<file path="src/rtl/egr_dpb_pod_unpacker.sv">
// rtl/egr_dpb_pod_unpacker.sv - buffers dirty pods and serialises them into a single-pointer stream
// Pod credits are returned upstream on every pop and on every dropped illegal-count pod.
module egr_dpb_pod_unpacker #(
  parameter int PTR_W          = 20,
  parameter int POD_PTRS       = 8,
  parameter int POD_FIFO_DEPTH = 4,
  parameter int CNT_W          = $clog2(POD_PTRS) + 1
) (
  input  logic                              clk,
  input  logic                              rst_n,
  input  logic                              pod_valid,
  input  logic [POD_PTRS*PTR_W-1:0]         pod_ptrs,
  input  logic [CNT_W-1:0]                  pod_cnt,
  output logic                              pod_credit_ret,
  output logic                              ptr_valid,
  output logic [PTR_W-1:0]                  ptr,
  input  logic                              ptr_ready,
  output logic [$clog2(POD_FIFO_DEPTH):0]   fifo_level,
  output logic                              ovfl_err,
  output logic                              cnt_err
);

  localparam int AW = $clog2(POD_FIFO_DEPTH);
  localparam int LW = AW + 1;
  localparam int PW = (AW + 2 > 3) ? AW + 2 : 3;

  logic [POD_PTRS*PTR_W-1:0] mem_ptrs [POD_FIFO_DEPTH];
  logic [CNT_W-1:0]          mem_cnt  [POD_FIFO_DEPTH];

  logic [AW-1:0]             wr_ptr, rd_ptr;
  logic [CNT_W-1:0]          idx;
  logic [PW-1:0]             pending, avail;
  logic [POD_PTRS*PTR_W-1:0] head_ptrs;
  logic [CNT_W-1:0]          head_cnt;
  logic empty, full, cnt_ok, accept, last, pop, push, ovfl_evt, cnt_bad;

  assign empty     = (fifo_level == '0);
  assign full      = (fifo_level == LW'(POD_FIFO_DEPTH));
  assign cnt_ok    = (pod_cnt != '0) && (pod_cnt <= CNT_W'(POD_PTRS));
  assign head_ptrs = mem_ptrs[rd_ptr];
  assign head_cnt  = mem_cnt[rd_ptr];

  assign ptr_valid = !empty;
  assign accept    = ptr_valid && ptr_ready;
  assign last      = (idx == head_cnt - 1'b1);
  assign pop       = accept && last;
  // A full FIFO still takes a pod when the head leaves in the same cycle.
  assign push      = pod_valid && cnt_ok && (!full || pop);
  assign ovfl_evt  = pod_valid && cnt_ok && full && !pop;
  assign cnt_bad   = pod_valid && !cnt_ok;
  assign avail     = pending + PW'(pop) + PW'(cnt_bad);

  always_comb begin
    ptr = '0;
    if (!empty) begin
      for (int i = 0; i < POD_PTRS; i++) begin
        if (idx == CNT_W'(i)) ptr = head_ptrs[i*PTR_W +: PTR_W];
      end
    end
  end

  always_ff @(posedge clk) begin
    if (push) begin
      mem_ptrs[wr_ptr] <= pod_ptrs;
      mem_cnt[wr_ptr]  <= pod_cnt;
    end
  end

  always_ff @(posedge clk or negedge rst_n) begin
    if (!rst_n) begin
      wr_ptr         <= '0;
      rd_ptr         <= '0;
      fifo_level     <= '0;
      idx            <= '0;
      pending        <= '0;
      pod_credit_ret <= 1'b0;
      ovfl_err       <= 1'b0;
      cnt_err        <= 1'b0;
    end else begin
      if (push) wr_ptr <= wr_ptr + 1'b1;
      if (pop)  rd_ptr <= rd_ptr + 1'b1;
      fifo_level <= fifo_level + LW'(push) - LW'(pop);
      if (accept) idx <= last ? '0 : idx + 1'b1;
      // One credit leaves per cycle; the rest wait in pending.
      pod_credit_ret <= (avail != '0);
      pending        <= avail - PW'(avail != '0);
      if (ovfl_evt) ovfl_err <= 1'b1;
      if (cnt_bad)  cnt_err  <= 1'b1;
    end
  end

  a_hold_under_backpressure: assert property (@(posedge clk) disable iff (!rst_n)
    ptr_valid && !ptr_ready |=> ptr_valid && $stable(ptr));
  a_level_bound: assert property (@(posedge clk) disable iff (!rst_n)
    fifo_level <= LW'(POD_FIFO_DEPTH));
  a_ptr_known: assert property (@(posedge clk) disable iff (!rst_n)
    ptr_valid |-> !$isunknown(ptr));

endmodule

</file>
<file path="config.mk">
export PLATFORM = sky130hd
export DESIGN_NAME = egr_dpb_pod_unpacker
export DESIGN_NICKNAME = d
export VERILOG_FILES = /design/src/rtl/egr_dpb_pod_unpacker.sv
export SDC_FILE = /design/constraint.sdc
export NUM_CORES = 1
export LEC_CHECK = 0
export ABC_CLOCK_PERIOD_IN_PS = 20200
export CELL_PAD_IN_SITES_DETAIL_PLACEMENT = 0
export CELL_PAD_IN_SITES_GLOBAL_PLACEMENT = 1
export CORE_UTILIZATION = 55
export DETAILED_ROUTE_END_ITERATION = 8
export GPL_ROUTABILITY_DRIVEN = 0
export PLACE_DENSITY = 0.82
export SLEW_MARGIN = 30
export SYNTH_ARGS = -nofsm -noshare
export SYNTH_HDL_FRONTEND = slang
export SYNTH_SLANG_ARGS = --single-unit
</file>
<file path="constraint.sdc">
create_clock -name clk -period 20.2 [get_ports clk]
set_clock_uncertainty 0.2 [all_clocks]
set_input_delay 5.05 -clock clk [delete_from_list [all_inputs] [get_ports clk]]
set_output_delay 5.05 -clock clk [all_outputs]
set_load 0.01 [all_outputs]
</file>
==> results of run 1 <==
cells by family after synthesis:
family,Yosys count,share of synthesized area (%)
AO/OA/AOI/OAI,92,2.63
XOR/XNOR,16,0.540
adder cells (fa/ha/maj),16,0.829
buffers and inverters,83,1.34
flip-flops,674,77.6
multiplexers,164,14.2
AND/OR/NAND/NOR,156,2.84
registers in the layout, indices dropped and copies added, names as in the netlist:
name and flops:
mem_cnt 16, rd_ptr 2, idx 4, mem_ptrs 640, ovfl_err 1, cnt_err 1
pod_credit_ret 1, pending 4, wr_ptr 2, fifo_level 3
metrics by stage:
step / instances / utilization (%)
2_1_floorplan: 1201 / -
3_3_place_gp: 1963 / 61.6
3_5_place_dp: 1963 / 61.6
4_1_cts: 2080 / 66.1
5_1_grt: 2085 / 66.2
6_report: 2086 / 66.2
layout by cell type (no fill, tap or decap), types with 16 or more instances in the layout:
cell type        instances
clkbuf_16               69
a22oi_1                 39
clkdlybuf4s50_1        193
mux4_2                 164
inv_1                   17
nand3_1                 40
nand2_1                 56
a31oi_1                 19
buf_4                   24
dfrtp_1                 16
nor2_1                  26
o221ai_1                20
edfxtp_1               656
how the worst max path moves through the flow:
stage          depth (start not counted)             to  startpoint  slack, ns
6_report                               8         ptr[4]   rd_ptr[0]      10.19
5_1_grt                                8         ptr[4]   rd_ptr[0]       9.76
4_1_cts                                8         ptr[7]   rd_ptr[0]       9.68
3_5_place_dp                           8         ptr[7]   rd_ptr[0]      10.35
3_3_place_gp                           8         ptr[7]   rd_ptr[0]      10.08
2_1_floorplan                          5  mem_cnt[0][0]  pod_cnt[1]       6.64
worst max-delay path: stages (launching register included):
cell	delay [ns]
dfrtp_4	0.76
buf_4	0.76
buf_6	0.62
mux4_2	0.59
a22oi_1	0.32
a31oi_1	0.16
o221ai_1	0.25
nand2_1	0.10
clkdlybuf4s50_1	0.50
power breakdown:
part / switching [mW] / total [mW] / internal [mW]
sequential: 0.0825 / 1.80 / 1.71
clock: 0.501 / 1.19 / 0.692
combinational: 0.637 / 1.20 / 0.568
cell type report:
class                   instances  share of cell area (%)
well taps                     607                    2.47
flip-flops and latches        674                    65.4
diodes                          5                  0.0406
repair buffers                221                    7.01
inverters                      18                   0.219
clock buffers                  84                    5.79
clock inverters                33                    1.02
multi-input cells             444                    18.0
per-layer routing:
| layer | share of wire [%] | wire (um) | vias up | GRT usage (%) |
|---|---|---|---|---|
| met3 | 7.2 | 3950 | 87 | 5.43 |
| li1 | - | - | 5503 | - |
| met1 | 39 | 21500 | 6684 | 31.8 |
| met5 | 0.11 | 62 | - | 0 |
| met2 | 51 | 27800 | 443 | 37.7 |
| met4 | 2.4 | 1310 | 10 | 8.50 |
==> impl_metrics.env, run 1 <==
export IMPL_status="completed"
export IMPL_grt_max_degree=72
export IMPL_cellPowerDensity_mw_per_mm2=136
export IMPL_seqCellArea_mm2=0.0202
export IMPL_antenna_found_initial=10
export IMPL_drtIter0Drc=1047
export IMPL_rows=79
export IMPL_rsz0062_at_grt="no"
export IMPL_async_reset_ff_share_pct=2.67
export IMPL_ant_nets=0
export IMPL_worstReg2RegEnd="mem_ptrs[3][157]"
export IMPL_vias=12727
export IMPL_overflow=0
export IMPL_ys_types=45
export IMPL_htreeDepth=3
export IMPL_synth_commonest_cells="656 x edfxtp_1, 164 x mux4_2, 56 x nand2_1, 40 x nand3_1, 39 x a22oi_1"
export IMPL_p_leak_nw=9.89
export IMPL_max_slew_margin_pct=35.3
export IMPL_fin_tns_setup_ns=0
export IMPL_post_cts_buffers=0
export IMPL_holdWs_ns=0.264
export IMPL_tightest_slew_ns=0.971
export IMPL_rr_worst_depth=10
export IMPL_fin_nets=1610
export IMPL_area_growth_pct=18.6
export IMPL_wire_per_inst_um=26.2
export IMPL_crit_path_end_kind="output port"
export IMPL_ys_seq_elements=674
export IMPL_critical_path_class="reg -> out"
export IMPL_clk_pin_slew_ns=0.06
export IMPL_hold_path_cell_count=1
export IMPL_design_area_mm2=0.0308
export IMPL_hold_viol=0
export IMPL_r2r_slack_ns=14.08
export IMPL_avgSynthCellArea_um2=21.6
export IMPL_die_h_um=219
export IMPL_pre_cts_ws_ns=10.35
export IMPL_fmax_ghz=0.0999
export IMPL_grt_pass1_wl_mm=81.2
export IMPL_worst_slack_ns=10.19
export IMPL_core_area_mm2=0.0466
export IMPL_io_buffers=194
export IMPL_fp_dieW_um=219
export IMPL_synth_cells=1201
export IMPL_maxCapViolCount=0
export IMPL_cts_hold_buf=0
export IMPL_drv_slew=0
export IMPL_worstPathRequired_ns=14.95
export IMPL_routed_wl_mm=54.6
export IMPL_final_setup_viol_count=0
export IMPL_cts_root_buf="clkbuf_16"
export IMPL_synth_edf_count=656
export IMPL_cp_start_kind="flop"
export IMPL_fin_crit_ns=10.01
export IMPL_yosysTopAreaCell="edfxtp_1"
export IMPL_vias_per_cell=6.10
export IMPL_die_area_mm2=0.0481
export IMPL_synth_flop_cell="edfxtp_1"
export IMPL_ys_seq_area_share_pct=77.6
export IMPL_fillers=2955
export IMPL_min_period_over_period_pct=49.6
export IMPL_critPathArrivalTime_ns=4.76
export IMPL_critPathMaxFanout=50
export IMPL_drc=0
export IMPL_cts_inserted_buffers=67
export IMPL_synth_top_area_share_pct=75.9
export IMPL_ctsResizeCount=0
export IMPL_synth_nets=1385
export IMPL_drive_gt1_share_pct=20.1
export IMPL_yosysMostFrequentCell="edfxtp_1"
export IMPL_start_util_pct=55.8
export IMPL_holdPathEnd="cnt_err"
export IMPL_cts_tree="done"
export IMPL_yosys_top_cells_area="edfxtp_1 76%, mux4_2 14%, dfrtp_1 1.7%"
export IMPL_holdCritPathClass="reg -> reg"
export IMPL_drtPass1Iterations=5
export IMPL_cts_sinks=674
export IMPL_yosysWarnings=0
export IMPL_r2r_start="rd_ptr[1]"
export IMPL_place_area_mm2=0.0287
export IMPL_clk_latency_ns=0.61
export IMPL_grtUsageTotal_pct=23.5
export IMPL_synthesis_area_mm2=0.0260
export IMPL_pin_count=195
export IMPL_dp_hpwl_mm=32.6
export IMPL_peakVddDrop_mv=0.0946
export IMPL_multiInputGateArea_mm2=0.00555
export IMPL_grt_pass1_vias=13103
export IMPL_p_total_mw=4.19
export IMPL_cts_path_max_buffers=3
export IMPL_min_delay_start="cnt_err"
(Power assumes the default switching activity.)
==> run 2, diff against run 1 <==
--- a/config.mk
+++ b/config.mk
@@ -5,13 +5,13 @@
 export SDC_FILE = /design/constraint.sdc
 export NUM_CORES = 1
 export LEC_CHECK = 0
-export ABC_CLOCK_PERIOD_IN_PS = 20200
+export ABC_CLOCK_PERIOD_IN_PS = 10200
 export CELL_PAD_IN_SITES_DETAIL_PLACEMENT = 0
 export CELL_PAD_IN_SITES_GLOBAL_PLACEMENT = 1
-export CORE_UTILIZATION = 55
+export CORE_UTILIZATION = 51
 export DETAILED_ROUTE_END_ITERATION = 8
 export GPL_ROUTABILITY_DRIVEN = 0
-export PLACE_DENSITY = 0.82
+export PLACE_DENSITY = 0.77
 export SLEW_MARGIN = 30
 export SYNTH_ARGS = -nofsm -noshare
 export SYNTH_HDL_FRONTEND = slang
==> constraint.sdc (replaced) <==
create_clock -name clk -period 10.2 [get_ports clk]
set_clock_uncertainty 0.2 [all_clocks]
set_input_delay 2.55 -clock clk [delete_from_list [all_inputs] [get_ports clk]]
set_output_delay 2.55 -clock clk [all_outputs]
set_load 0.01 [all_outputs]
==> run 2 against run 1 <==
  * Die area increased by 7.8%
  * Register-to-register slack got worse by 9.5 ns
  * First-iteration DRC count increased by 2.1%
  * Via count decreased by 0.69%
  * Routed wire length increased by 1.1%
  * Worst hold slack improved by 0.00052 ns
  * Power increased by 98%
  * Clock power increased by 99%
  * Setup slack got worse by 6.9 ns
  * Largest cell class unchanged
  * Critical path type unchanged
  * Cell area increased by 0.47%
==> impl_metrics.env, run 2 (synthesis gave the netlist of run 1 again) <==
export IMPL_status="completed"
export IMPL_die_h_um=228
export IMPL_max_stage_delay_ns=0.88
export IMPL_fmax_ghz=0.145
export IMPL_top_register="mem_ptrs"
export IMPL_pin_count=195
export IMPL_critPathArrivalTime_ns=4.13
export IMPL_worstPathRequired_ns=7.45
export IMPL_post_cts_buffers=0
export IMPL_htreeDepth=3
export IMPL_crit_path_cell_trace="buf_4 -> mux4_2 -> a22oi_1 -> a31oi_1 -> o221ai_1 -> nand2_1 -> clkdlybuf4s50_1"
export IMPL_ctsResizeCount=0
export IMPL_most_common_layout_cells="656 x edfxtp_1, 194 x clkdlybuf4s50_1, 164 x mux4_2"
export IMPL_final_setup_viol_count=0
export IMPL_switching_share_pct=28.7
export IMPL_cts_inserted_buffers=68
export IMPL_antenna_found_initial=10
export IMPL_largest_registers="mem_ptrs x640, mem_cnt x16"
export IMPL_cellPowerDensity_mw_per_mm2=269
export IMPL_pre_cts_ws_ns=3.77
export IMPL_io_buffers=194
export IMPL_met1_usage_pct=29.1
export IMPL_routed_wl_mm=55.2
export IMPL_fin_tns_setup_ns=0
export IMPL_instances_no_fill=2146
export IMPL_wire_per_inst_um=25.7
export IMPL_start_util_pct=51.8
export IMPL_tightest_slew_ns=0.960
export IMPL_top_usage_layer="met2"
export IMPL_grt_pass1_wl_mm=82.8
export IMPL_peakVddDrop_mv=0.189
export IMPL_drtIter0Drc=1069
export IMPL_vias=12639
export IMPL_max_slew_margin_pct=36.0
export IMPL_clk_pin_slew_ns=0.06
export IMPL_power_frac_comb_pct=28.6
export IMPL_final_common_cell="edfxtp_1"
export IMPL_p_sw_mw=2.38
export IMPL_p_total_mw=8.31
export IMPL_core_area_mm2=0.0502
export IMPL_fin_nets=1607
export IMPL_overflow=0
export IMPL_crit_path_end_kind="output port"
export IMPL_power_frac_clock_pct=28.6
export IMPL_hold_viol=0
export IMPL_grtUsageMet2_pct=37.3
export IMPL_seqPwrFrac_pct=42.8
export IMPL_rsz0062_at_grt="no"
export IMPL_worst_slack_ns=3.32
export IMPL_die_area_mm2=0.0518
export IMPL_drtPass1Iterations=5
export IMPL_rows=82
export IMPL_fp_dieW_um=228
export IMPL_clk_latency_ns=0.58
export IMPL_holdCritPathClass="reg -> reg"
export IMPL_largest_reg_flops=640
export IMPL_vias_per_cell=5.89
export IMPL_maxCapViolCount=0
export IMPL_grtUsageTotal_pct=22.3
export IMPL_slowest_stage="dfrtp_4"
export IMPL_design_area_mm2=0.0309
export IMPL_drv_slew=0
export IMPL_grt_max_degree=128
export IMPL_cts_tree="done"
export IMPL_drc=0
export IMPL_cts_path_max_buffers=3
export IMPL_p_leak_nw=9.90
export IMPL_cp_start_kind="flop"
export IMPL_area_growth_pct=19.2
export IMPL_r2r_slack_ns=4.62
export IMPL_fin_crit_ns=6.88
export IMPL_critPathMaxFanout=34
export IMPL_cts_root_buf="clkbuf_16"
export IMPL_ant_nets=0
export IMPL_min_period_over_period_pct=67.5
export IMPL_dp_hpwl_mm=32.8
export IMPL_internal_power_mw=5.93
export IMPL_drive_gt1_share_pct=19.9
export IMPL_place_area_mm2=0.0288
export IMPL_grt_pass1_vias=13374
export IMPL_grt_use_met3_pct=4.67
export IMPL_critical_path_class="reg -> out"
export IMPL_cts_hold_buf=0
export IMPL_dp_cells=2025
export IMPL_cts_sinks=674
==> run 2: power by group through the flow <==
stage                     combinational [mW]  clock (mW)  sequential, mW
final                                   2.38        2.37            3.56
after floorplan                         1.59           0            3.55
after global routing                    2.58        2.52            3.59
after global placement                  2.41           0            3.61
after detailed placement                2.42           0            3.62
after CTS                               2.43        2.42            3.57
==> run 2: path summary, 6_finish.rpt <==
kind,start,end,cells after the start
max,rd_ptr[0],ptr[9],7
min,cnt_err,cnt_err,1
max reg2reg,rd_ptr[1],mem_ptrs[0][32],10
min reg2reg,cnt_err,cnt_err,1
max in group asynchronous,rst_n,rd_ptr[1],1
min in group asynchronous,rst_n,pending[3],1
==> run 2: stage by stage <==
step           util, %  hold slack [ns]
2_1_floorplan        -            0.293
4_1_cts           61.6            0.270
5_1_grt           61.7            0.301
3_3_place_gp      57.3            0.250
6_report          61.7            0.265
3_5_place_dp      57.4            0.253
==> run 2: worst max-delay path: cells and delay by family, from the launching register on <==
| kind | cells | cell delay [ns] |
|---|---|---|
| AO/OA/AOI/OAI | 3 | 0.75 |
| buffers and inverters | 2 | 1.17 |
| flip-flops | 1 | 0.88 |
| multiplexers | 1 | 0.58 |
| AND/OR/NAND/NOR | 1 | 0.10 |
==> run 2: layer usage <==
| layer | vias to the layer above | wire length, um |
|---|---|---|
| met5 | - | 74 |
| met4 | 12 | 1550 |
| met3 | 96 | 3490 |
| met2 | 443 | 28300 |
| met1 | 6608 | 21700 |
| li1 | 5480 | - |
==> run 2: cell type report <==
| class | instances | area [um2] |
|---|---|---|
| timing repair buffer | 217 | 2200 |
| multi-input combinational | 444 | 5550 |
| fill | 3482 | 19200 |
| clock inverter | 32 | 300 |
| clock buffer | 85 | 1820 |
| tap | 672 | 841 |
| inverter | 18 | 67.6 |
| sequential | 674 | 20200 |
| antenna | 4 | 10.0 |
